==> config.mk <==
export PLATFORM = sky130hd
export DESIGN_NAME = dg0045_ram_ctrl
export DESIGN_NICKNAME = d
export VERILOG_FILES = /design/src/rtl/dg0045_ram_ctrl.sv
export SDC_FILE = /design/constraint.sdc
export NUM_CORES = 1
export LEC_CHECK = 0
export ABC_AREA = 1
export CORE_ASPECT_RATIO = 0.6
export CORE_MARGIN = 5
export CORE_UTILIZATION = 49
export CTS_BUF_LIST = sky130_fd_sc_hd__clkbuf_8
export DETAILED_ROUTE_END_ITERATION = 10
export GPL_ROUTABILITY_DRIVEN = 0
export PLACE_DENSITY = 0.82
export RECOVER_POWER = 50
export SLEW_MARGIN = 20
export SYNTH_ARGS = -nofsm -noshare
export SYNTH_HDL_FRONTEND = slang
export SYNTH_SLANG_ARGS = --single-unit
==> constraint.sdc <==
create_clock -name RAM_clk -period 2.45 [get_ports RAM_clk]
set_input_delay 0.6125 -clock RAM_clk [delete_from_list [all_inputs] [get_ports RAM_clk]]
set_output_delay 0.6125 -clock RAM_clk [all_outputs]
set_load 0.005 [all_outputs]
==> src/rtl/dg0045_ram_ctrl.sv <==
// -----------------------------------------------------------------------------
// dg0045_ram_ctrl
// Command controller for an external 64x4 RAM. The RAM writes ram_din into
// ram_addr on every clock edge, so the controller drives ram_din = ram_dout
// whenever a location must stay unchanged.
//
// After reset the controller clears the whole RAM (INIT). It then accepts one
// command at a time in IDLE:
//   READ  - return the addressed nibble
//   WRITE - store cmd_data, echo it back
//   ADD   - add cmd_data modulo 16, return the sum and its carry-out
//   CLR   - zero all 64 locations (SWEEP), then respond with 0
// Each command gets a one-cycle rsp_valid pulse. rsp_data and rsp_carry hold
// their values until the next response.
//
// Ports
//   RAM_clk, RAM_rst_n            : clock, asynchronous active-low reset
//   cmd_valid/cmd_ready           : command handshake
//   cmd_op, cmd_addr, cmd_data    : command opcode, nibble address, operand
//   rsp_valid/rsp_data/rsp_carry  : registered response
//   init_done                     : post-reset RAM clear has finished
//   ram_addr, ram_din, ram_dout   : RAM address, write data, read data
// -----------------------------------------------------------------------------
module dg0045_ram_ctrl #(
    parameter int DATA_W = 4,
    parameter int ADDR_W = 6
) (
    input  logic              RAM_clk,
    input  logic              RAM_rst_n,
    input  logic              cmd_valid,
    output logic              cmd_ready,
    input  logic [1:0]        cmd_op,
    input  logic [ADDR_W-1:0] cmd_addr,
    input  logic [DATA_W-1:0] cmd_data,
    output logic              rsp_valid,
    output logic [DATA_W-1:0] rsp_data,
    output logic              rsp_carry,
    output logic              init_done,
    output logic [ADDR_W-1:0] ram_addr,
    output logic [DATA_W-1:0] ram_din,
    input  logic [DATA_W-1:0] ram_dout
);

    typedef enum logic [1:0] {
        ST_INIT  = 2'd0,
        ST_IDLE  = 2'd1,
        ST_EXEC  = 2'd2,
        ST_SWEEP = 2'd3
    } state_t;

    localparam logic [1:0] OP_READ  = 2'b00;
    localparam logic [1:0] OP_WRITE = 2'b01;
    localparam logic [1:0] OP_ADD   = 2'b10;
    localparam logic [1:0] OP_CLR   = 2'b11;

    localparam logic [ADDR_W-1:0] ADDR_LAST = '1;

    // Nibble add that keeps the carry in the extra top bit.
    function automatic logic [DATA_W:0] add_carry(input logic [DATA_W-1:0] a,
                                                  input logic [DATA_W-1:0] b);
        return {1'b0, a} + {1'b0, b};
    endfunction

    state_t              state_q, state_d;
    logic [ADDR_W-1:0]   addr_q, addr_d;
    logic                init_done_q, init_done_d;
    logic                rsp_valid_q, rsp_valid_d;
    logic [DATA_W-1:0]   rsp_data_q, rsp_data_d;
    logic                rsp_carry_q, rsp_carry_d;
    logic [1:0]          op_q, op_d;
    logic [DATA_W-1:0]   data_q, data_d;
    logic [DATA_W:0]     sum;

    assign sum = add_carry(ram_dout, data_q);

    // addr_q doubles as the INIT/SWEEP counter and the registered command
    // address; in IDLE it simply keeps the last location touched.
    assign ram_addr  = addr_q;
    assign rsp_valid = rsp_valid_q;
    assign rsp_data  = rsp_data_q;
    assign rsp_carry = rsp_carry_q;
    assign init_done = init_done_q;

    always_comb begin
        state_d     = state_q;
        addr_d      = addr_q;
        op_d        = op_q;
        data_d      = data_q;
        init_done_d = init_done_q;
        rsp_valid_d = 1'b0;
        rsp_data_d  = rsp_data_q;
        rsp_carry_d = rsp_carry_q;
        cmd_ready   = 1'b0;
        ram_din     = ram_dout;

        case (state_q)
            ST_INIT: begin
                ram_din = '0;
                if (addr_q == ADDR_LAST) begin
                    state_d     = ST_IDLE;
                    init_done_d = 1'b1;
                end else begin
                    addr_d = addr_q + 1'b1;
                end
            end

            ST_IDLE: begin
                cmd_ready = 1'b1;
                if (cmd_valid) begin
                    op_d   = cmd_op;
                    data_d = cmd_data;
                    if (cmd_op == OP_CLR) begin
                        state_d = ST_SWEEP;
                        addr_d  = '0;
                    end else begin
                        state_d = ST_EXEC;
                        addr_d  = cmd_addr;
                    end
                end
            end

            ST_EXEC: begin
                state_d     = ST_IDLE;
                rsp_valid_d = 1'b1;
                rsp_carry_d = 1'b0;
                case (op_q)
                    OP_WRITE: begin
                        ram_din    = data_q;
                        rsp_data_d = data_q;
                    end
                    OP_ADD: begin
                        ram_din     = sum[DATA_W-1:0];
                        rsp_data_d  = sum[DATA_W-1:0];
                        rsp_carry_d = sum[DATA_W];
                    end
                    default: begin
                        // READ (CLR never reaches EXEC): rewrite unchanged.
                        rsp_data_d = ram_dout;
                    end
                endcase
            end

            ST_SWEEP: begin
                ram_din = '0;
                if (addr_q == ADDR_LAST) begin
                    state_d     = ST_IDLE;
                    rsp_valid_d = 1'b1;
                    rsp_data_d  = '0;
                    rsp_carry_d = 1'b0;
                end else begin
                    addr_d = addr_q + 1'b1;
                end
            end

            default: begin
                state_d = ST_INIT;
                ram_din = '0;
            end
        endcase
    end

    always_ff @(posedge RAM_clk or negedge RAM_rst_n) begin
        if (!RAM_rst_n) begin
            state_q     <= ST_INIT;
            addr_q      <= '0;
            init_done_q <= 1'b0;
            rsp_valid_q <= 1'b0;
            rsp_data_q  <= '0;
            rsp_carry_q <= 1'b0;
        end else begin
            state_q     <= state_d;
            addr_q      <= addr_d;
            init_done_q <= init_done_d;
            rsp_valid_q <= rsp_valid_d;
            rsp_data_q  <= rsp_data_d;
            rsp_carry_q <= rsp_carry_d;
        end
    end

    // Command operand registers only matter once a command is accepted.
    always_ff @(posedge RAM_clk) begin
        op_q   <= op_d;
        data_q <= data_d;
    end

endmodule
==> After elaboration in Yosys (flattened, before gate mapping) <==
Cells that the tools add are included.
Widths: inputs -> output; s select.
{ "op_classes": {"n_addsub": 2, "eq_ne": 11, "n_mux": 18, "reduce_logical": 9} }
{ "op_table": {"columns": ["cell", "n"], "rows": [
  ["$pmux 4 s2", 3],
  ["$mux 6", 3],
  ["$pmux 6 s2", 1],
  ["$eq 2x2->1 const B", 4],
  ["$reduce_and 2->1", 4],
  ["$add 6x1->6 const B", 1],
  ["$eq 6x6->1 const B", 1],
  ["$ne 2x2->1 const B", 3],
  ["$pmux 2 s3", 1],
  ["$add 4x4->5", 1],
  ["$mux 1", 5],
  ["$eq 2x1->1 const B", 2],
  ["$mux 2", 2],
  ["$mux 4", 1],
  ["$pmux 1 s2", 2],
  ["$reduce_bool 2->1", 2],
  ["$reduce_and 3->1", 1],
  ["$logic_not 2->1", 1],
  ["$ne 2x1->1 const B", 1],
  ["$reduce_or 2->1", 1]
]} }
{ "totals": {"ff_bits": 21, "input_bits": 19, "wordCells": 48} }

==> Logic depth before layout (Yosys ltp) <==
{ "depth": {"word_depth": 4, "mapped_depth": 9, "depth_no_buf": 9} }

==> Worst setup path after synthesis <==
No wires, ideal clock.
{ "synth_path": {"path_kind": "input to output", "start": "input port ram_dout[0]", "end": "output port ram_din[1]", "arrival_time_ps": 1655, "required_time_ps": 1837, "slack_ps": 183, "stages": 6, "path_cell_list": "ha_1 -> inv_1 -> fa_1 -> o21ai_0 -> o21ai_0 -> o22ai_1"} }
{ "synth_between": {"elab_chain_len": 3} }
{ "synth_rtl": {"columns": ["item", "line_no", "rtl"], "rows": [
  ["from (decl)", "41", "input logic [DATA_W-1:0] ram_dout"],
  ["$add 4x4->5", "61", "return {1'b0, a} + {1'b0, b};"],
  ["$pmux 4 s2", "126", "case (op_q)"],
  ["$pmux 4 s2", "96", "case (state_q)"],
  ["to (decl)", "40", "output logic [DATA_W-1:0] ram_din,"]
]} }
Every way passes these cells.

==> Final worst setup path <==
{ "layout_path": {"start": "register data_q[0]", "end": "output port ram_din[1]"} }
{ "layout_between": {"elab_chain_len": 3} }
{ "layout_rtl": {"columns": ["item", "line_no", "rtl"], "rows": [
  ["from (decl)", "71", "logic [DATA_W-1:0] data_q, data_d;"],
  ["from (signal assigned)", "183", "data_q <= data_d;"],
  ["$add 4x4->5", "61", null],
  ["$pmux 4 s2", "126", null],
  ["$pmux 4 s2", "96", null]
]} }
Every way passes these cells.

==> results.txt <==
cell class contributing the biggest share of worst-path delay: adder cells
proportion of netlist area held by the largest area contributor: 28.4%
Crit Path Class: register to primary output
worst setup skew after layout: 3.80 ps
CP cell instances: ha_4 > inv_4 > fa_2 > o21ai_2 > o21ai_2 > o22ai_2 > buf_2
static leakage: 0.967 nW
share of the cycle needed by the critical path after routing: 104%
Final setup violation count: 2
post-detailed-route via-to-cell ratio: 5.69
row cnt: 14
detailed placement HPWL: 2910 µm
overall via count from detail_route: 1457
CP Data Required Time: 1840 ps
violation count after the first detailed-route iteration: 184
clock latency at the later pin of the worst-skew pair: 270 ps
root buffer cell: clkbuf_8
total I/O pin count: 37
cell area after layout: 0.00198 mm²
number of nets at the end of the flow: 256
Distinct cells, synth: 23
violations in the final reports: setup timing
mean cell area of the mapped netlist: 7.83 µm²
vias in the first global route: 1369
overall die width: 77.1 µm
global routing usage summed across all routing layers: 21.6%
WL per Instance: 16.9 µm
total negative slack for setup checks: -195 ps
synthesis-to-finish area growth: 49.5%
max incr delay on CP: 440 ps
number of antenna diodes: 0
ys async rst share: 71.4%
clock tree from TritonCTS: done
sequential area share after synthesis: 42.0%
largest driver fanout on the critical path: 2
proportion of layout cells with a drive suffix above 1: 22.8%
die area: 0.00388 mm²
power per cell area: 1100 mW/mm²
cell with the most instances after synthesis: nand2_1
final critical-path required period: 2550 ps
slew margin rel.: 53.5%
flop and latch count out of synthesis: 21
Slowest cell on crit path: edfxtp_1
worst path arrival time: 1940 ps
routed wire length: 4340 µm
transition at the pin with the smallest max-transition slack: 696 ps
drt drc: 0
post-synthesis instance area: 0.00132 mm²
instance area after placement: 0.00181 mm²
Max VDD drop: 0.000576 V
pin count of the biggest net entering global routing: 16
commonest register cell after synthesis: dfrtp_1
count of synthesis-stage warnings from yosys: 0
most frequent cells after synthesis: nand2_1, inv_1, dfrtp_1
clock-pin slew on the worst setup and hold paths: 70 ps
RSZ-0062 raised after global routing: true
Critical Path Start Type: register
initial antenna violation count: 0
core area: 0.00254 mm²
CTS sink count: 21
class of the tightest hold or removal check: register to register
final hold vios: 0
Longest Clk Path Bufs: 2
wire length of the first global-routing pass: 6600 µm
least setup slack across all paths after layout: -98.5 ps
cell count after synthesis: 169
TritonRoute pass-1 iters: 5
achievable frequency: 0.392 GHz
leftover overflow at the end of global routing: 0
Antenna Nets Post-Route: 0
net count of the mapped netlist: 200
number of input and output port buffers inserted: 36
cell taking the most area after synthesis: dfrtp_1
overall power of the completed layout: 2.17 mW
starting utilization of the core area: 52.1%
run status: finished with violations
vertical die dimension: 50.3 µm
sort of element at the end of the critical path: primary output
Post-synth EDFFs: 6
number of hold buffers added after CTS: 0
final slew viol count: 0
number of max-capacitance violations reported: 0
number of buffer and inverter instances along the worst setup path: 2
Layout Utilization: 77.9%
count of H-tree levels built during CTS: 1
Area contributors post-synth: dfrtp_1, nand2_1, edfxtp_1, ha_1, inv_1
cell type with the highest occurrence count on the critical path: o21ai_2
TritonCTS buffer count: 3
metal layers:
metal	vias to the layer above	wire length [µm]	GRT usage (%)	share of wire, %
li1	656	-	-	-
met1	660	1680	26.6	39
met2	103	1940	35.2	45
met3	38	458	5.89	11
met4	0	255	11.4	5.9
met5	-	0	0	0
area by class of cell:
type                            instances  area (µm²)
Clock buffer                            3        41.3
Timing Repair Buffer                   51         455
Tap cell                               32        40.0
Clock inverter                          1        3.75
Inverter                               28         114
Multi-Input combinational cell        120         769
Fill cell                             171         561
Sequential cell                        21         556
cells in the final DEF (no fill, tap or decap), types with 4 or more instances in the layout:
| cell type | count |
|---|---|
| o21ai_1 | 7 |
| a21oi_1 | 5 |
| inv_1 | 23 |
| buf_4 | 14 |
| o21ai_0 | 5 |
| edfxtp_1 | 6 |
| dfrtp_1 | 15 |
| ha_1 | 6 |
| nand3_1 | 10 |
| dlygate4sd3_1 | 7 |
| buf_2 | 4 |
| nor2_1 | 5 |
| clkdlybuf4s50_1 | 21 |
| nand2_1 | 55 |
| ha_4 | 5 |
| nand2_2 | 4 |
final timing paths:
| path | startpoint | endpoint | slack (ps) | cells past startpoint |
|---|---|---|---|---|
| max | data_q[0] | ram_din[1] | -100 | 7 |
| min | init_done | init_done | 470 | 1 |
| max reg2reg | data_q[0] | rsp_data[1] | 540 | 9 |
| min reg2reg | init_done | init_done | 470 | 1 |
| max in group asynchronous | RAM_rst_n | ram_addr[1] | 1180 | 1 |
| min in group asynchronous | RAM_rst_n | ram_addr[3] | 830 | 1 |
registers in the layout, summed over array words and instances (netlist names):
register / count
ram_addr: 6
data_q: 4
rsp_data: 4
op_q: 2
state_q: 2
init_done: 1
rsp_carry: 1
rsp_valid: 1
what timing repair did:
item,in CTS,in global routing
setup buffers,1,2
setup endpoints to repair,4,4
pin swaps,8,7
resized for setup,49,9
cloned,0,0
metrics by stage:
| stage | cells | hold slack (ps) | setup slack, ps |
|---|---|---|---|
| 2_1_floorplan | 169 | 317 | 183 |
| 3_3_place_gp | 249 | 455 | -816 |
| 3_5_place_dp | 249 | 457 | -1010 |
| 4_1_cts | 254 | 473 | -99.3 |
| 5_1_grt | 256 | 489 | -168 |
| 6_report | 256 | 474 | -98.5 |
power breakdown:
| part | internal, mW | switching, mW |
|---|---|---|
| Sequential | 0.494 | 0.124 |
| Clock | 0.112 | 0.113 |
| Combinational | 0.606 | 0.721 |
cell families after synthesis:
logic type	synth area share (%)
buffers and inverters	8.13
AOI/OAI and AO/OA	13.3
DFF	42.0
and+or+nand+nor	24.7
adders and majority gates	11.9
Note: power is estimated with default switching activity, not from simulation.
